File: src/rtl/pyramid_downsampler.sv
// 2:1 image pyramid step: reads a raster source from a fixed-latency BRAM and writes a
// half-resolution image, either by decimation or by 2x2 box averaging.
module pyramid_downsampler #(
  parameter int unsigned WIDTH      = 64,
  parameter int unsigned HEIGHT     = 64,
  parameter int unsigned BIT_DEPTH  = 8,
  parameter int unsigned RD_LATENCY = 2
) (
  input  logic                              clk_100mhz,
  input  logic                              sys_rst_n,
  input  logic                              start,
  input  logic                              mode,
  output logic                              busy,
  output logic                              done,
  output logic [$clog2(WIDTH*HEIGHT)-1:0]   src_addr,
  output logic                              src_en,
  input  logic [BIT_DEPTH-1:0]              src_data,
  output logic [$clog2(WIDTH*HEIGHT/4)-1:0] dst_addr,
  output logic [BIT_DEPTH-1:0]              dst_data,
  output logic                              dst_we
);

  localparam int unsigned AW   = $clog2(WIDTH * HEIGHT);
  localparam int unsigned DAW  = $clog2(WIDTH * HEIGHT / 4);
  localparam int unsigned OW   = WIDTH / 2;
  localparam int unsigned OH   = HEIGHT / 2;
  localparam int unsigned NOUT = OW * OH;
  localparam int unsigned XW   = (OW > 1) ? $clog2(OW) : 1;
  localparam int unsigned YW   = (OH > 1) ? $clog2(OH) : 1;
  localparam int unsigned SW   = BIT_DEPTH + 2;
  localparam int unsigned LAT  = RD_LATENCY;

  typedef enum logic [1:0] {StIdle, StIssue, StDrain, StDone} state_e;

  state_e             state_q, state_d;
  logic               mode_q, mode_d;
  logic [XW-1:0]      ox_q, ox_d, ox_n;
  logic [YW-1:0]      oy_q, oy_d, oy_n;
  logic [1:0]         sub_q, sub_d, sub_n;
  logic [AW-1:0]      src_addr_q, src_addr_d, addr_n;
  logic [DAW-1:0]     wr_cnt_q, dst_addr_q;
  logic [BIT_DEPTH-1:0] dst_data_q;
  logic               dst_we_q;
  logic [SW-1:0]      acc_q, sum;
  logic [LAT-1:0]     vld_q, lst_q;
  logic               last_x, last_y, grp_end, last_rd, last_wr, accept;

  assign last_x  = (ox_q == XW'(OW - 1));
  assign last_y  = (oy_q == YW'(OH - 1));
  // A group is one read when decimating, four reads (sub 0..3) when averaging.
  assign grp_end = !mode_q || (sub_q == 2'd3);
  assign last_rd = grp_end && last_x && last_y;
  assign last_wr = dst_we_q && (dst_addr_q == DAW'(NOUT - 1));
  assign accept  = (state_q == StIdle) && start;
  assign sum     = acc_q + SW'(src_data);

  // State register
  always_ff @(posedge clk_100mhz or negedge sys_rst_n) begin
    if (!sys_rst_n) begin
      state_q <= StIdle;
    end else begin
      state_q <= state_d;
    end
  end

  // Next-state logic
  always_comb begin
    state_d = state_q;
    unique case (state_q)
      StIdle:  if (start) state_d = StIssue;
      StIssue: if (last_rd) state_d = StDrain;
      StDrain: if (last_wr) state_d = StDone;
      StDone:  state_d = StIdle;
      default: state_d = StIdle;
    endcase
  end

  // FSM outputs
  always_comb begin
    busy   = 1'b0;
    done   = 1'b0;
    src_en = 1'b0;
    unique case (state_q)
      StIssue: begin
        busy   = 1'b1;
        src_en = 1'b1;
      end
      StDrain: busy = 1'b1;
      StDone:  done = 1'b1;
      default: ;
    endcase
  end

  // Read cursor advance: sub steps (0,0),(1,0),(0,1),(1,1) inside a 2x2 block
  always_comb begin
    sub_n = sub_q + 2'd1;
    ox_n  = ox_q;
    oy_n  = oy_q;
    if (grp_end) begin
      sub_n = 2'd0;
      if (last_x) begin
        ox_n = '0;
        oy_n = oy_q + YW'(1);
      end else begin
        ox_n = ox_q + XW'(1);
      end
    end
    addr_n = AW'(32'(ox_n) * 2 + 32'(sub_n[0]) + WIDTH * (32'(oy_n) * 2 + 32'(sub_n[1])));
  end

  always_comb begin
    mode_d     = mode_q;
    ox_d       = ox_q;
    oy_d       = oy_q;
    sub_d      = sub_q;
    src_addr_d = src_addr_q;
    if (accept) begin
      mode_d     = mode;
      ox_d       = '0;
      oy_d       = '0;
      sub_d      = '0;
      src_addr_d = '0;
    end else if ((state_q == StIssue) && !last_rd) begin
      ox_d       = ox_n;
      oy_d       = oy_n;
      sub_d      = sub_n;
      src_addr_d = addr_n;
    end
  end

  always_ff @(posedge clk_100mhz or negedge sys_rst_n) begin
    if (!sys_rst_n) begin
      mode_q     <= 1'b0;
      ox_q       <= '0;
      oy_q       <= '0;
      sub_q      <= '0;
      src_addr_q <= '0;
    end else begin
      mode_q     <= mode_d;
      ox_q       <= ox_d;
      oy_q       <= oy_d;
      sub_q      <= sub_d;
      src_addr_q <= src_addr_d;
    end
  end

  // In-flight read tags: the top bit lines up with the cycle src_data is valid.
  always_ff @(posedge clk_100mhz or negedge sys_rst_n) begin
    if (!sys_rst_n) begin
      vld_q      <= '0;
      lst_q      <= '0;
      acc_q      <= '0;
      wr_cnt_q   <= '0;
      dst_addr_q <= '0;
      dst_data_q <= '0;
      dst_we_q   <= 1'b0;
    end else begin
      vld_q    <= (vld_q << 1) | LAT'(src_en);
      lst_q    <= (lst_q << 1) | LAT'(src_en & grp_end);
      dst_we_q <= 1'b0;
      if (accept) begin
        wr_cnt_q <= '0;
      end
      if (vld_q[LAT-1]) begin
        if (lst_q[LAT-1]) begin
          dst_we_q   <= 1'b1;
          dst_data_q <= mode_q ? sum[SW-1:2] : src_data;
          dst_addr_q <= wr_cnt_q;
          wr_cnt_q   <= wr_cnt_q + DAW'(1);
          acc_q      <= '0;
        end else begin
          acc_q <= sum;
        end
      end
    end
  end

  assign src_addr = src_addr_q;
  assign dst_addr = dst_addr_q;
  assign dst_data = dst_data_q;
  assign dst_we   = dst_we_q;

endmodule

File: config.mk
export PLATFORM = sky130hd
export DESIGN_NAME = pyramid_downsampler
export DESIGN_NICKNAME = d
export VERILOG_FILES = /design/src/rtl/pyramid_downsampler.sv
export SDC_FILE = /design/constraint.sdc
export NUM_CORES = 1
export LEC_CHECK = 0
export CORE_ASPECT_RATIO = 1.75
export CORE_MARGIN = 3
export CORE_UTILIZATION = 25
export DETAILED_ROUTE_END_ITERATION = 10
export GPL_TIMING_DRIVEN = 0
export PLACE_DENSITY_LB_ADDON = 0.05
export RECOVER_POWER = 25
export SLEW_MARGIN = 20
export SYNTH_ARGS = -nofsm -noshare
export SYNTH_HDL_FRONTEND = slang
export SYNTH_SLANG_ARGS = --single-unit
File: constraint.sdc
create_clock -name clk_100mhz -period 4.8 [get_ports clk_100mhz]
set_input_delay 0.48 -clock clk_100mhz [delete_from_list [all_inputs] [get_ports clk_100mhz]]
set_output_delay 0.48 -clock clk_100mhz [all_outputs]
set_load 0.005 [all_outputs]
==> results.md, run 1 <==
- Reg2reg end: acc_q[8]$_DFFE_PN0P_
- Power share of the sequential group: approximately a third
- Area Overhead vs Synth: 30.7%
- Synth Register Bits: 58
- DRC: 0
- Syn Std Cell Area: between 0.003 and 0.004 mm^2
- Htree depth: 3
- Slew headroom: between 20 and 25%
- Sequence of cells on the critical path: clkdlybuf4s50_1 -> ha_1 -> fa_1 -> nand3_1 -> nand2_1 -> a21oi_1 -> nor3_1 -> a221o_1
- Crit. End Element: flip-flop
- CTS hold repair buffers: 0
- Max-slew violations: 0
- Startpoint Class: input pin
- Final hold vios: 0
- Crit-path slowest cell: clkdlybuf4s50_1
- CTS tree: done
- RD Place Congestion: 0.802
- Final wirelength: 8.28 mm
- Synth Flop Type: dfrtp_1
- Share of the synthesized area in the top cell type: between 40 and 50%
- Largest net degree at the start of global routing: 42
- Synthesized Nets: between 300 and 400
- Seq/Total Area, Yosys: a little under half
- Tot GR Track Use: between 10% and 20%
- First-pass GRT wire length: 13.8 mm
- Root buffer cell: clkbuf_16
- Setup TNS: 0 ns
- Cells after DPL: 488
- Antenna cells: 0
- Num rows: 52
- Worst hold path class: flip-flop to flip-flop
- Multi-input logic area: 0.00148 mm^2
- GRT overflow: 0
- Total number of vias: around 2400
- Vias in the first global route: between 2000 and 3000
- Antenna violations before repair: 0
- Worst setup path startpoint: src_data[0]
- Netlist cell types: roughly 50
- Peak Freq: 0.433 GHz
- Tcrit/Tclk final: between 40 and 50%
- Die area: 0.0135 mm^2
- Ratio of cells with drive above 1 in the final layout: roughly 9.2%
- Detail Route Antenna Nets: 0
- Worst EP arrival: 2.52 ns
- Comb power frac: 39.8%
- Crit-path max cell delay: 0.44 ns
- Net Sw Power: approximately 0.82 mW
- Nets: slightly below 400
- RSZ-0062 raised after global routing: no
- Post-synth ARST share: 100%
- Post-route insts no fill: around 500
- Number of CTS-inserted buffers: 9
- P_int: 1.48 mW
- Post-CTS Resized: 0
- Cell taking the most area after synthesis: dfrtp_1
- Initial DRC count: between 40 and 50
- Die W: slightly below 90 um
- Reg2Reg Setup Slack: about 2.7 ns
- DR vias/cell: 4.79
- Critical path class: input pin to flip-flop
- Top-Level Pins: 46
- DR pass1 iterations: 4
- Worst endpoint required time: around 5.0 ns
- FF-to-FF path depth: 7
- Initial Util: ~26%
- Post-synth EDFFs: 0
- CP endpoint: acc_q[8]$_DFFE_PN0P_
- Yosys warning count: 0
- R2r startpoint: acc_q[0]$_DFFE_PN0P_
- Total of max-cap violations: 0
- Area contributors post-synth: dfrtp_1, ha_1, nand2_1
- Register area: approximately 0.0015 mm^2
- Fillers: between 1000 and 1500
- Core area: between 0.01 and 0.015 mm^2
- Period minus WS final: 2.31 ns
- Worst Path Max Fanout: 4
- Final worst clock skew: between 0.006 and 0.007 ns
- Number of post-CTS setup repair buffers: 0
- Die Span Y: 152 um
- Clock Sinks: a little under 60
- P_leak: approximately 1.8 nW
- Tightest Pin Transition: between 1 and 1.5 ns
- Port buffer count: 45
- Cell area power density: between 500 and 600 mW/mm^2
- Peak supply drop: 321 uV
- Final number of setup-violating endpoints: 0
- Min Hold Slack: 0.345 ns
- WL/cell: about 16 um
- Post-layout util: roughly a third
- Clock transition at path regs: 0.05 ns
- Mean post-synth cell area: approximately 9.9 um^2
- Clk_lat worst skew: between 0.3 and 0.4 ns
- Final HPWL DP: approximately 6.0 mm
- Bufs on Longest Clock Path: 2
- Syn Inst Count: roughly 310
- Clock network fraction of total power: 27.2%
- Sw Share: 35.6%
- Status: complete, no violations
-- power groups by stage --
stage | sequential [mW] | combinational (mW) | clock (mW)
after floorplan | 0.747 | 0.560 | 0
final | 0.760 | 0.917 | 0.627
after global placement | 0.773 | 0.931 | 0
after CTS | 0.765 | 0.944 | 0.652
after detailed placement | 0.773 | 0.936 | 0
after global routing | 0.787 | 1.04 | 0.675
-- cells in the mapped netlist (5+ instances only) --
| cell type | count |
|---|---|
| nor2_1 | 17 |
| nand2_1 | 60 |
| a21oi_1 | 16 |
| nand3_1 | 13 |
| buf_2 | 5 |
| mux2i_1 | 7 |
| and3_1 | 7 |
| o21ai_0 | 17 |
| nand4_1 | 7 |
| xor2_1 | 5 |
| dfrtp_1 | 58 |
| ha_1 | 19 |
| inv_1 | 6 |
-- metal layers --
layer | share of wire (%) | GRT usage, % | vias up | wire length [um]
li1 | - | - | 1202 | -
met1 | 42 | 16.2 | 1143 | 3510
met2 | 52 | 22.7 | 53 | 4280
met3 | 3.4 | 3.95 | 10 | 281
met4 | 2.5 | 6.11 | 0 | 208
met5 | 0 | 0 | - | 0
-- final cells by class --
type	count	share of cell area (%)
inverter	9	0.853
sequential	58	36.7
multi-input combinational	229	37.5
clock buffer	13	7.08
clock inverter	2	0.253
timing repair buffer	46	11.9
buffer	11	1.49
tap	135	4.27
-- worst max-delay path: cells and delay by family --
kind	cells	cell delay (ns)
AND/OR/NAND/NOR	3	0.31
AO/OA/AOI/OAI	2	0.61
buffers and inverters	1	0.44
adder cells (fa/ha/maj)	2	0.68
-- cells by family (layout without fill, tap and decap cells) --
family                   count (synthesis)  count (layout)  share of synthesized area [%]
AND/OR/NAND/NOR                        126             126                           20.0
XOR/XNOR                                 9               9                           2.60
AO/OA/AOI/OAI                           66              66                           15.2
adder cells (fa/ha/maj)                 20              20                           8.51
multiplexers                             8               8                           2.69
buffers and inverters                   20              81                           3.06
flip-flops                              58              58                           47.9
-- how the worst min path moves through the flow --
stage / start / end / slack [ns] / cells past startpoint
after global placement: lst_q[0]$_DFF_PN0_ / lst_q[1]$_DFF_PN0_ / 0.33 / 0
final: lst_q[0]$_DFF_PN0_ / lst_q[1]$_DFF_PN0_ / 0.34 / 0
after global routing: vld_q[0]$_DFF_PN0_ / vld_q[1]$_DFF_PN0_ / 0.35 / 0
after floorplan: sys_rst_n / acc_q[0]$_DFFE_PN0P_ / 0.18 / 0
after CTS: sys_rst_n / acc_q[1]$_DFFE_PN0P_ / 0.03 / 1
after detailed placement: vld_q[0]$_DFF_PN0_ / vld_q[1]$_DFF_PN0_ / 0.33 / 0
-- metrics by stage --
stage / worst slack, ns / cell area, um^2 / power, mW
3_3_place_gp: 1.00 / 3650 / 1.70
3_5_place_dp: 2.14 / 3670 / 1.71
4_1_cts: 2.48 / 3960 / 2.36
2_1_floorplan: 2.87 / 3030 / 1.31
6_report: 2.49 / 3960 / 2.30
5_1_grt: 2.39 / 3960 / 2.50
-- flip-flops by register name (all words and copies together), names as in the netlist --
signal    cells
sub_q         1
oy_q          5
src_addr      2
mode_q        1
acc_q        10
dst_addr     10
lst_q         2
dst_data      8
ox_q          4
state_q       2
vld_q         2
dst_we        1
wr_cnt_q     10
-- layout by cell type (no fill, tap or decap), types with 2 or more instances in the layout --
cell type	count
nand2b_1	3
mux2i_1	7
clkinv_2	2
nor2b_1	2
a21o_1	4
clkbuf_16	9
buf_2	5
a21oi_1	16
a221o_1	2
or4_1	2
xnor2_1	4
ha_1	19
clkbuf_8	4
nand4_1	7
o21ai_1	4
and3_1	7
o211ai_1	2
clkdlybuf4s50_1	44
a31oi_1	2
o31ai_1	4
nor2_1	17
o2bb2ai_1	4
a211o_1	2
nand2_1	60
dfrtp_1	58
inv_2	2
nor3_1	2
inv_1	6
clkbuf_1	4
nand3_1	13
nand3b_1	4
or3_1	3
o21ai_0	17
xor2_1	5
Power figures use the tool's default switching activity.
==> run 2: changes to the inputs <==
Clock period 4.8 ns to 1.9 ns, I/O delays scaled along.
==> run 2 against run 1 <==
Utilization rose by 1.8 points. Final area up 5.4%. Routed wire length up 1.8%. Sequential power rose to 2.5 times the previous value.
==> results.md, run 2 (synthesis gave the netlist of run 1 again) <==
- Num rows: 52
- P_leak: about 1.9 nW
- Final worst clock skew: 0.00620 ns
- Finished Cell Area: approximately 0.0042 mm^2
- Final HPWL DP: 5.99 mm
- Clk_lat worst skew: 0.33 ns
- Worst EP arrival: around 2.1 ns
- Nets: around 400
- Total of max-cap violations: 0
- Critical path class: input pin to flip-flop
- Antenna violations before repair: 0
- WHS Path Cells: 0
- GRT overflow: 0
- Tot GR Track Use: between 10 and 15%
- Worst endpoint required time: approximately 2.1 ns
- Die area: about 0.014 mm^2
- Commonest non-fill, non-tap cell in the layout: nand2_1
- Antenna cells: 0
- Peak supply drop: ~830 uV
- Worst setup path startpoint: src_data[2]
- Hold path start: lst_q[0]$_DFF_PN0_
- Total number of vias: around 2500
- Area Overhead vs Synth: 37.8%
- FF-to-FF path depth: 7
- Detail Route Antenna Nets: 0
- Initial DRC count: 43
- RD Place Congestion: roughly 0.80
- Port buffer count: 45
- Status: complete, no violations
- Period minus WS final: ~1.9 ns
- Startpoint Class: input pin
- Die W: slightly below 90 um
- Peak Freq: 0.532 GHz
- Root buffer cell: clkbuf_16
- DR vias/cell: between 4 and 5
- CTS tree: done
- R2r startpoint: acc_q[0]$_DFFE_PN0P_
- DR pass1 iterations: 4
- Max-slew violations: 0
- Reg2Reg Setup Slack: 0.08 ns
- Tightest Pin Transition: 1.06 ns
- Bufs on Longest Clock Path: 2
- Vias in the first global route: roughly 2600
- Largest net degree at the start of global routing: 42
- Final number of setup-violating endpoints: 0
- Clock Sinks: 58
- Power, Total: around 6.1 mW
- RSZ-0062 raised after global routing: yes
- Initial Util: ~26%
- Clock transition at path regs: around 0.050 ns
- Final wirelength: around 8.4 mm
- Ratio of cells with drive above 1 in the final layout: between 10% and 20%
- WL/cell: ~16 um
- DRC: 0
- Core area: between 0.01 and 0.015 mm^2
- Tcrit/Tclk final: 98.9%
- Number of CTS-inserted buffers: 9
- Slew headroom: between 20% and 30%
- Cell area power density: around 1500 mW/mm^2
- Top-Level Pins: 46
- Worst hold path class: flip-flop to flip-flop
- Commonest cells after routing, fill and taps aside: nand2_1, dfrtp_1, clkdlybuf4s50_1, o21ai_0, nor2_1
- Htree depth: 3
- First-pass GRT wire length: between 10 and 15 mm
- Final hold vios: 0
- Setup TNS: 0 ns
- Die Span Y: 152 um
- Crit. End Element: flip-flop
- Worst Path Max Fanout: 4
- Placed instance area: 0.00367 mm^2
## run 2: cell count changes in the layout (fill, tap and decap cells not counted), sizes merged
cell | previous run | this run
clkdlybuf4s50 | 44 | 43
buf | 9 | 16
dlymetal6s2s | 0 | 1
dlygate4sd3 | 0 | 1
## run 2: final cells by class
cell class                      instances  area, um^2
Multi-Input combinational cell        229        1650
Sequential cell                        58        1450
Buffer                                 11        60.1
Timing Repair Buffer                   54         520
Clock buffer                           13         280
Tap cell                              135         169
Fill cell                            1208        7540
Clock inverter                          2        10.0
Inverter                                9        33.8
## run 2: stage by stage
stage	util, %	cells	setup slack, ns	hold WS, ns
CTS	34.5	509	-0.0577	0.295
global route	35.6	511	-0.0407	0.353
floorplan	-	307	0.0861	-0.106
detailed placement	31.4	488	-0.471	0.101
global placement	31.1	487	-1.61	0.334
finish	35.6	511	0.0212	0.345
## run 2: timing repair
action                     in CTS  in global routing
hold buffers                    1                  0
resized for setup               7                 25
setup endpoints to repair      10                 22
setup buffers                   5                  2
hold endpoints to repair       17                  0
pin swaps                       2                  7
## run 2: power by group
group	switching, mW	leakage (nW)	total (mW)	internal [mW]
clock network	0.572	0.147	1.58	1.01
registers	0.319	0.755	1.93	1.61
logic	1.28	0.974	2.59	1.31
total	2.17	1.88	6.11	3.93
## run 2: critical path: stages
cell	delay (ns)
clkdlybuf4s50_1	0.63
ha_4	0.27
o211ai_1	0.28
o21ai_4	0.13
a31oi_4	0.23
mux2i_1	0.10
a211o_1	0.26
## run 2: worst paths after layout
check / end
worst min register to register: lst_q[1]$_DFF_PN0_
worst max register to register: acc_q[8]$_DFFE_PN0P_
worst max-delay path: dst_data[5]$_DFFE_PN0P_
worst min-delay path: lst_q[1]$_DFF_PN0_
min in group asynchronous: acc_q[1]$_DFFE_PN0P_
max in group asynchronous: wr_cnt_q[7]$_DFF_PN0_
## run 2: routing by layer
metal	share of wire (%)	routed length, um	GRT usage, %	up-vias
li1	-	-	-	1224
met1	43	3580	16.2	1166
met2	51	4270	22.8	46
met3	3.2	267	3.95	16
met4	3.6	304	6.56	0
met5	0	0	0	-
